**src/rtl/multi_pulse_gen_pkg.sv**
```systemverilog
// Shared definitions for the multi-channel pulse generator: mode encoding and
// channel-index width helper.
package multi_pulse_gen_pkg;

   localparam logic MODE_PERIODIC = 1'b0;
   localparam logic MODE_ONESHOT  = 1'b1;

   // Channel index needs at least one bit even for a single channel.
   function automatic int unsigned ch_width(input int unsigned n);
      return (n <= 1) ? 1 : $clog2(n);
   endfunction

endpackage

```
**src/rtl/multi_pulse_gen_pulse_channel.sv**
```systemverilog
// One pulse channel: counter, run flag, shadow/active period and mode, pulse compare.
// Shadow values move to active only at a wrap, on a start, or while idle.
module multi_pulse_gen_pulse_channel
   import multi_pulse_gen_pkg::*;
#(
   parameter int unsigned WIDTH          = 32,
   parameter int unsigned DEFAULT_PERIOD = 10_000_000,
   parameter bit          AUTO_START     = 1'b1
) (
   input  logic             clk,
   input  logic             rst,
   input  logic             ce,
   input  logic             we,
   input  logic [WIDTH-1:0] wr_period,
   input  logic             wr_oneshot,
   input  logic             start,
   input  logic             stop,
   output logic             pulse,
   output logic             busy
);

   localparam logic [WIDTH-1:0] ONE       = WIDTH'(1);
   localparam logic [WIDTH-1:0] ZERO      = '0;
   localparam logic [WIDTH-1:0] RST_PERIOD = WIDTH'(DEFAULT_PERIOD);

   logic [WIDTH-1:0] cnt_q, cnt_d;
   logic [WIDTH-1:0] act_period_q, act_period_d;
   logic [WIDTH-1:0] shd_period_q, shd_period_d;
   logic             act_mode_q, act_mode_d;
   logic             shd_mode_q, shd_mode_d;
   logic             running_q, running_d;
   logic             at_last;

   // A running channel never holds act_period 0, so the wrapped compare is safe.
   assign at_last = (cnt_q == (act_period_q - ONE));
   assign pulse   = running_q & ce & at_last;
   assign busy    = running_q;

   always_comb begin
      // Shadow as it will be after this edge; a start or wrap sees same-cycle writes.
      shd_period_d = we ? wr_period  : shd_period_q;
      shd_mode_d   = we ? wr_oneshot : shd_mode_q;

      cnt_d        = cnt_q;
      running_d    = running_q;
      act_period_d = act_period_q;
      act_mode_d   = act_mode_q;

      if (!running_q) begin
         act_period_d = shd_period_d;
         act_mode_d   = shd_mode_d;
      end

      if (stop) begin
         running_d = 1'b0;
         cnt_d     = ZERO;
      end else if (start) begin
         act_period_d = shd_period_d;
         act_mode_d   = shd_mode_d;
         cnt_d        = ZERO;
         running_d    = (shd_period_d != ZERO);
      end else if (!running_q) begin
         cnt_d = ZERO;
      end else if (ce) begin
         if (at_last) begin
            cnt_d        = ZERO;
            act_period_d = shd_period_d;
            act_mode_d   = shd_mode_d;
            // One-shot ends here; a pending period of 0 acts as a stop.
            if ((act_mode_q == MODE_ONESHOT) || (shd_period_d == ZERO)) begin
               running_d = 1'b0;
            end
         end else begin
            cnt_d = cnt_q + ONE;
         end
      end
   end

   always_ff @(posedge clk or posedge rst) begin
      if (rst) begin
         cnt_q        <= ZERO;
         act_period_q <= RST_PERIOD;
         shd_period_q <= RST_PERIOD;
         act_mode_q   <= MODE_PERIODIC;
         shd_mode_q   <= MODE_PERIODIC;
         running_q    <= AUTO_START;
      end else begin
         cnt_q        <= cnt_d;
         act_period_q <= act_period_d;
         shd_period_q <= shd_period_d;
         act_mode_q   <= act_mode_d;
         shd_mode_q   <= shd_mode_d;
         running_q    <= running_d;
      end
   end

endmodule

```
**src/rtl/multi_pulse_gen.sv**
```systemverilog
// N-channel programmable periodic/one-shot pulse generator with shared count enable.
// Decodes the config channel address and replicates one pulse channel per output.
module multi_pulse_gen
   import multi_pulse_gen_pkg::*;
#(
   parameter int unsigned NCH            = 4,
   parameter int unsigned WIDTH          = 32,
   parameter int unsigned DEFAULT_PERIOD = 10_000_000,
   parameter bit          AUTO_START     = 1'b1,
   localparam int unsigned CH_W          = ch_width(NCH)
) (
   input  logic             clk,
   input  logic             rst,
   input  logic             ce,
   input  logic             cfg_we,
   input  logic [CH_W-1:0]  cfg_ch,
   input  logic [WIDTH-1:0] cfg_period,
   input  logic             cfg_oneshot,
   input  logic [NCH-1:0]   start,
   input  logic [NCH-1:0]   stop,
   output logic [NCH-1:0]   pulse,
   output logic [NCH-1:0]   busy
);

   logic [NCH-1:0] ch_we;

   for (genvar i = 0; i < NCH; i++) begin : g_ch
      // Addresses at or above NCH match no channel and are dropped.
      assign ch_we[i] = cfg_we && (cfg_ch == CH_W'(i));

      multi_pulse_gen_pulse_channel #(
         .WIDTH          (WIDTH),
         .DEFAULT_PERIOD (DEFAULT_PERIOD),
         .AUTO_START     (AUTO_START)
      ) u_channel (
         .clk        (clk),
         .rst        (rst),
         .ce         (ce),
         .we         (ch_we[i]),
         .wr_period  (cfg_period),
         .wr_oneshot (cfg_oneshot),
         .start      (start[i]),
         .stop       (stop[i]),
         .pulse      (pulse[i]),
         .busy       (busy[i])
      );
   end

endmodule
```
**config.mk**
```make
export PLATFORM = sky130hd
export DESIGN_NAME = multi_pulse_gen
export DESIGN_NICKNAME = d
export VERILOG_FILES = /design/src/rtl/multi_pulse_gen_pkg.sv /design/src/rtl/multi_pulse_gen_pulse_channel.sv /design/src/rtl/multi_pulse_gen.sv
export SDC_FILE = /design/constraint.sdc
export NUM_CORES = 1
export LEC_CHECK = 0
export ABC_CLOCK_PERIOD_IN_PS = 15700
export CAP_MARGIN = 20
export CORE_ASPECT_RATIO = 0.8
export CORE_MARGIN = 2
export CORE_UTILIZATION = 63
export CTS_CLUSTER_DIAMETER = 150
export DETAILED_ROUTE_END_ITERATION = 7
export PLACE_DENSITY = 0.89
export SETUP_SLACK_MARGIN = 0.3
export SLEW_MARGIN = 0
export SYNTH_ARGS = -nofsm -noshare
export SYNTH_HDL_FRONTEND = slang
export SYNTH_SLANG_ARGS = --single-unit
```
**constraint.sdc**
```tcl
create_clock -name clk -period 15.7 [get_ports clk]
set_input_delay 3.14 -clock clk [delete_from_list [all_inputs] [get_ports clk]]
set_output_delay 3.14 -clock clk [all_outputs]
set_load 0.05 [all_outputs]
```
==> impl_metrics.ini, run 1 <==
[worst_setup_path]
crit_top_cell = clkdlybuf4s50_1
critPathRequiredTime_ps = 12560
crit_buf_inv = 4
rr_worst_depth = 10
path_cells = clkdlybuf4s50_1, buf_4, inv_1, a21oi_1, o211a_1, nand4_1, nor2_1, clkdlybuf4s50_1
reg2reg_slack_ps = 10850
slowest_stage = clkdlybuf4s50_1
path_max_fanout = 12
r2r_start = g_ch[2].u_channel.act_period_q[1]
max_stage_delay_ps = 830
endpoint_kind = output port
startpoint = ce
crit_end = pulse[1]
cp_top_family = buffers and inverters
reg2reg_to = g_ch[2].u_channel.act_period_q[28]
worstSetupPathType = in -> out
cp-start-kind = input pin
worst-path-stages = 8
cp_data_arrival_time_ps = 5690

[power]
irDropWorstVdd_mv = 0.0912
power.leakage_nw = 9.79
cellPowerDensity_nw_per_um2 = 121

[clock_network]
cts_setup_buffers = 0
cts_tree = done
clk_latency_ps = 570
cts_hold_repair.buffers = 0
cts_max_level = 2
cts-resized-gates = 0
clock_sinks = 396
root_buffer = clkbuf_16
clk_pin_slew_ps = 60
cts_buffers = 39
ctsLongestPathBuffers = 3

[synthesis]
synthXorXnorAreaFrac_pct = 7.38
synth-simple-area-share_pct = 21.8
synth_top_family_by_area = simple AND/OR/NAND/NOR gates
async_flop_share_pct = 100
yosys_warnings = 0
synthMuxAreaShare_pct = 15.1
synth_cell_types = 86
synth_edf_count = 0
synth.avg_cell_area_um2 = 10.0
synth_adder_area_share_pct = 0.433
synth_nets = 2359
synthCells = 2304
synth_area_um2 = 23100
synth_seq_cells = 396
synth_compound_area_share_pct = 8.74
ys_seq_area_share_pct = 43.2
synth-main-ff-cell = dfrtp_1

[floorplan]
die_w_um = 218
die-area_um2 = 38300
fp.coreArea_um2 = 36100
io_pins = 55
dieHeight_um = 175
rows = 62
initial_core_util_pct = 64.2

[place]
hpwl_um = 42900
port_buffers = 54
gp_congestion = 0.949

[global_route]
met1_usage_pct = 46.3
antenna_found_initial = 6
grt_busiest_layer = met2
grt_util_met2_pct = 49.8
grt_max_degree = 197
grt-ovfl-total = 0
grt_pass1_wl_um = 98900
first_global_vias = 18000
grtUsageMet3_pct = 6.20
grtUsageTotal_pct = 32.4

[layout]
layout_common_cells = dfrtp_1 (328), mux2_2 (209), nand2_1 (194)
final.fill_count = 2565
final_common_cell = dfrtp_1
regArea_um2 = 9990
multi_input_area_um2 = 12400
nNetsFinal = 2335
drive_above_1_share_pct = 19.3
area_growth_syn_to_layout_pct = 9.22

[timing]
hold-worst-slack_ps = 498
min_period_ps = 8830
grt_setup_unrepaired = false
fmax_mhz = 113
hold_violations = 0
setup_tns_ps = 0
slew_headroom_pct = 26.7
fin_crit_sh_pct = 56.2
setup_viol = 0
slew_violations = 0
fin_worst_skew_ps = 17.0
tightest_slew_ps = 1100

[route]
drc_errors = 0
vias = 18700
first_iter_violations = 1858
firstDrtPassIters = 5
viasPerCell = 6.69
antenna_left = 0
wl_per_cell_um = 22.0
routed_wl_um = 61500

[job]
drv_cap = 0

[status]
status = finished clean

[hold_path]
hp-class = reg -> reg
[state kept, by name, indices dropped and copies added (netlist names)]
signal	count
g_ch.u_channel.cnt_q	128
g_ch.u_channel.shd_period_q	128
g_ch.u_channel.act_mode_q	4
g_ch.u_channel.shd_mode_q	4
g_ch.u_channel.busy	4
g_ch.u_channel.act_period_q	128
[worst register-to-register path: stages, from the launching register on]
cell and delay, ps:
dfrtp_1 450, or4_1 710, nor4_1 960, a22oi_1 250, a2111oi_0 400, nand4_1 220
nor3_1 340, nand4b_1 150, o211ai_1 380, buf_4 470, mux2_2 400
[worst min-delay path by stage]
stage	from	end	slack [ps]	depth (start not counted)
after global placement	g_ch[3].u_channel.shd_mode_q	g_ch[3].u_channel.shd_mode_q	480	1
after floorplan	g_ch[0].u_channel.act_mode_q	g_ch[0].u_channel.act_mode_q	470	1
after CTS	g_ch[3].u_channel.shd_mode_q	g_ch[3].u_channel.shd_mode_q	500	1
final	g_ch[3].u_channel.shd_mode_q	g_ch[3].u_channel.shd_mode_q	500	1
after detailed placement	g_ch[3].u_channel.shd_mode_q	g_ch[3].u_channel.shd_mode_q	480	1
after global routing	g_ch[3].u_channel.shd_mode_q	g_ch[3].u_channel.shd_mode_q	520	1
[Yosys cell counts (30+ instances only)]
master	count	share of area [%]
nor2_1	139	2.3
clkbuf_1	105	1.7
xor2_1	78	3.0
mux2_2	209	10
a21oi_1	36	0.78
nand3_1	88	1.9
nand4_1	74	2.0
mux2_4	30	1.9
o21ai_0	40	0.87
dfstp_2	68	7.7
nor3_1	96	2.1
nor4_1	79	2.1
or3_1	31	0.84
inv_1	48	0.78
nand2_1	194	3.1
and3_1	36	0.97
mux2i_1	40	1.7
dfrtp_1	328	35
xnor2_1	117	4.4
[final cells by class]
class / instances / area share (%)
Timing Repair Buffer: 77 / 2.87
Tap cell: 480 / 2.38
Antenna cell: 1 / 0.00990
Sequential cell: 396 / 39.5
Clock inverter: 15 / 0.950
Multi-Input combinational cell: 1718 / 49.1
Clock buffer: 56 / 4.44
Inverter: 48 / 0.743
[per-layer routing]
layer / part of all wire, % / wire length, um
met4: 2.9 / 1810
met1: 44 / 27000
met3: 8.3 / 5100
met5: 0 / 0
met2: 45 / 27600
[per-stage QoR]
stage / util, % / std cells / area, um2 / power [mW] / setup slack [ps]
finish: 70.1 / 2791 / 25300 / 3.06 / 6870
global route: 70.1 / 2791 / 25300 / 3.19 / 6790
CTS: 70.1 / 2790 / 25300 / 3.05 / 6900
detailed placement: 66.3 / 2719 / 23900 / 2.03 / 6920
global placement: 66.3 / 2719 / 23900 / 1.99 / 6920
floorplan: - / 2304 / 23100 / 1.84 / 1660
[cell families (layout without fill, tap and decap cells)]
group,count (synthesis),in the layout
fa+ha+maj,8,8
mux,304,304
flops,396,396
compound gates,290,290
buf+inv,190,196
other cells,0,1
xor+xnor,195,195
simple gates,921,921
[power by group]
part / total, mW / switching, mW / internal, mW
Sequential: 1.37 / 0.177 / 1.20
Combinational: 0.667 / 0.357 / 0.310
Clock: 1.01 / 0.416 / 0.598
(Power assumes the default switching activity.)
==> run 2: changes to the inputs <==
--- a/config.mk
+++ b/config.mk
@@ -5,14 +5,14 @@
 export SDC_FILE = /design/constraint.sdc
 export NUM_CORES = 1
 export LEC_CHECK = 0
-export ABC_CLOCK_PERIOD_IN_PS = 15700
+export ABC_CLOCK_PERIOD_IN_PS = 7100
 export CAP_MARGIN = 20
 export CORE_ASPECT_RATIO = 0.8
 export CORE_MARGIN = 2
-export CORE_UTILIZATION = 63
+export CORE_UTILIZATION = 57
 export CTS_CLUSTER_DIAMETER = 150
 export DETAILED_ROUTE_END_ITERATION = 7
-export PLACE_DENSITY = 0.89
+export PLACE_DENSITY = 0.85
 export SETUP_SLACK_MARGIN = 0.3
 export SLEW_MARGIN = 0
 export SYNTH_ARGS = -nofsm -noshare
==> constraint.sdc (replaced) <==
create_clock -name clk -period 7.1 [get_ports clk]
set_input_delay 1.42 -clock clk [delete_from_list [all_inputs] [get_ports clk]]
set_output_delay 1.42 -clock clk [all_outputs]
set_load 0.05 [all_outputs]
==> impl_metrics.ini, run 2 (same netlist as run 1, synthesis figures left out) <==
[timing]
fmax_mhz = 154
setup_tns_ps = 0
slew_violations = 0
fin_worst_skew_ps = 24.9
min_period_ps = 6480
slew_headroom_pct = 29.7
setup_viol = 0
tightest_slew_ps = 1040
grt_setup_unrepaired = false
fin_crit_sh_pct = 91.2
hold_violations = 0

[layout]
area_growth_syn_to_layout_pct = 9.62
layout_common_cells = dfrtp_1 (328), mux2_2 (209), nand2_1 (194)
final_common_cell = dfrtp_1
nNetsFinal = 2341
final_cells = 2855
reg_top3 = g_ch.u_channel.act_period_q (128), g_ch.u_channel.cnt_q (128), g_ch.u_channel.shd_period_q (128)
drive_above_1_share_pct = 19.8

[floorplan]
rows = 65
die-area_um2 = 42200
fp.coreArea_um2 = 39800
initial_core_util_pct = 58.2
io_pins = 55
die_w_um = 229
dieHeight_um = 184

[power]
p_total_mw = 6.68
irDropWorstVdd_mv = 0.210
seq_power_share_pct = 45.3
switching_share_pct = 31.6
clock_power_share_pct = 32.7
p_int_mw = 4.57
comb_power_share_pct = 22.0
power.leakage_nw = 9.83
switchingPower_mw = 2.11
cellPowerDensity_nw_per_um2 = 263

[clock_network]
cts_setup_buffers = 0
ctsLongestPathBuffers = 3
cts_hold_repair.buffers = 0
root_buffer = clkbuf_16
clk_latency_ps = 570
clk_pin_slew_ps = 60
cts_tree = done
cts_buffers = 40
clock_sinks = 396
cts_max_level = 2
cts-resized-gates = 0

[hold_path]
hp-class = reg -> reg

[route]
drc_errors = 0
firstDrtPassIters = 6
vias = 18500
wl_per_cell_um = 21.2
antenna_left = 0
first_iter_violations = 1894
viasPerCell = 6.49
routed_wl_um = 60500

[worst_setup_path]
r2r_start = g_ch[0].u_channel.act_period_q[2]
path_cells = nor4_2, nand4_1, or2_2, o41ai_1, or4b_2, nor4b_1, and3_1, clkdlybuf4s50_1
cp-start-kind = flop
crit_buf_inv = 1
cp_top_family = simple AND/OR/NAND/NOR gates
rr_worst_depth = 11
critPathRequiredTime_ps = 5680
worst-path-stages = 8
reg2reg_slack_ps = 2320
crit_end = pulse[3]
startpoint = g_ch[3].u_channel.act_period_q[8]
path_max_fanout = 7
worstSetupPathType = reg -> out
reg2reg_to = g_ch[0].u_channel.act_period_q[30]
endpoint_kind = output port
cp_data_arrival_time_ps = 5060
max_stage_delay_ps = 800
slowest_stage = clkdlybuf4s50_1

[global_route]
grt_pass1_wl_um = 97100
first_global_vias = 17600
grt-ovfl-total = 0
grtUsageTotal_pct = 28.7
grt_max_degree = 199
antenna_found_initial = 5

[place]
dp.cells = 2778
hpwl_um = 43300
gp_congestion = 0.970
port_buffers = 54

[job]
drv_cap = 0

[status]
status = finished clean
==> run 2: power groups by stage <==
stage	Sequential, mW	Clock [mW]	Combinational [mW]
after floorplan	2.88	0	1.19
after global placement	3.02	0	1.38
after detailed placement	3.05	0	1.43
after CTS	3.01	2.22	1.45
after global routing	3.07	2.30	1.60
final	3.02	2.19	1.47
==> run 2: layout make-up <==
| type | count | area (um2) |
|---|---|---|
| antenna | 1 | 2.50 |
| clock buffer | 53 | 1120 |
| clock inverter | 21 | 221 |
| fill | 3079 | 14400 |
| inverter | 48 | 184 |
| multi-input combinational | 1718 | 12400 |
| sequential | 396 | 9990 |
| tap | 536 | 671 |
| timing repair buffer | 82 | 773 |
==> run 2: layer usage <==
layer	up-vias	global-route usage, %	routed length, um
li1	8428	-	-
met1	9263	42.3	27200
met2	740	43.6	26800
met3	97	5.80	5180
met4	0	6.91	1180
met5	-	0	0
==> run 2: worst min-delay path by stage <==
stage,slack (ps),cells after the start,endpoint,startpoint
final,500,1,g_ch[3].u_channel.shd_mode_q,g_ch[3].u_channel.shd_mode_q
after global routing,520,1,g_ch[0].u_channel.shd_mode_q,g_ch[0].u_channel.shd_mode_q
after CTS,500,1,g_ch[3].u_channel.shd_mode_q,g_ch[3].u_channel.shd_mode_q
after detailed placement,480,1,g_ch[1].u_channel.shd_mode_q,g_ch[1].u_channel.shd_mode_q
after global placement,480,1,g_ch[1].u_channel.shd_mode_q,g_ch[1].u_channel.shd_mode_q
after floorplan,470,1,g_ch[0].u_channel.act_mode_q,g_ch[0].u_channel.act_mode_q
==> run 2: through the flow <==
step | setup slack (ps) | util, % | area, um2 | hold slack, ps
2_1_floorplan | 406 | - | 23100 | 465
3_3_place_gp | 1370 | 60.3 | 24000 | 477
3_5_place_dp | 1240 | 60.3 | 24000 | 485
4_1_cts | 637 | 63.7 | 25300 | 500
5_1_grt | 344 | 63.8 | 25400 | 517
6_report | 621 | 63.8 | 25400 | 497
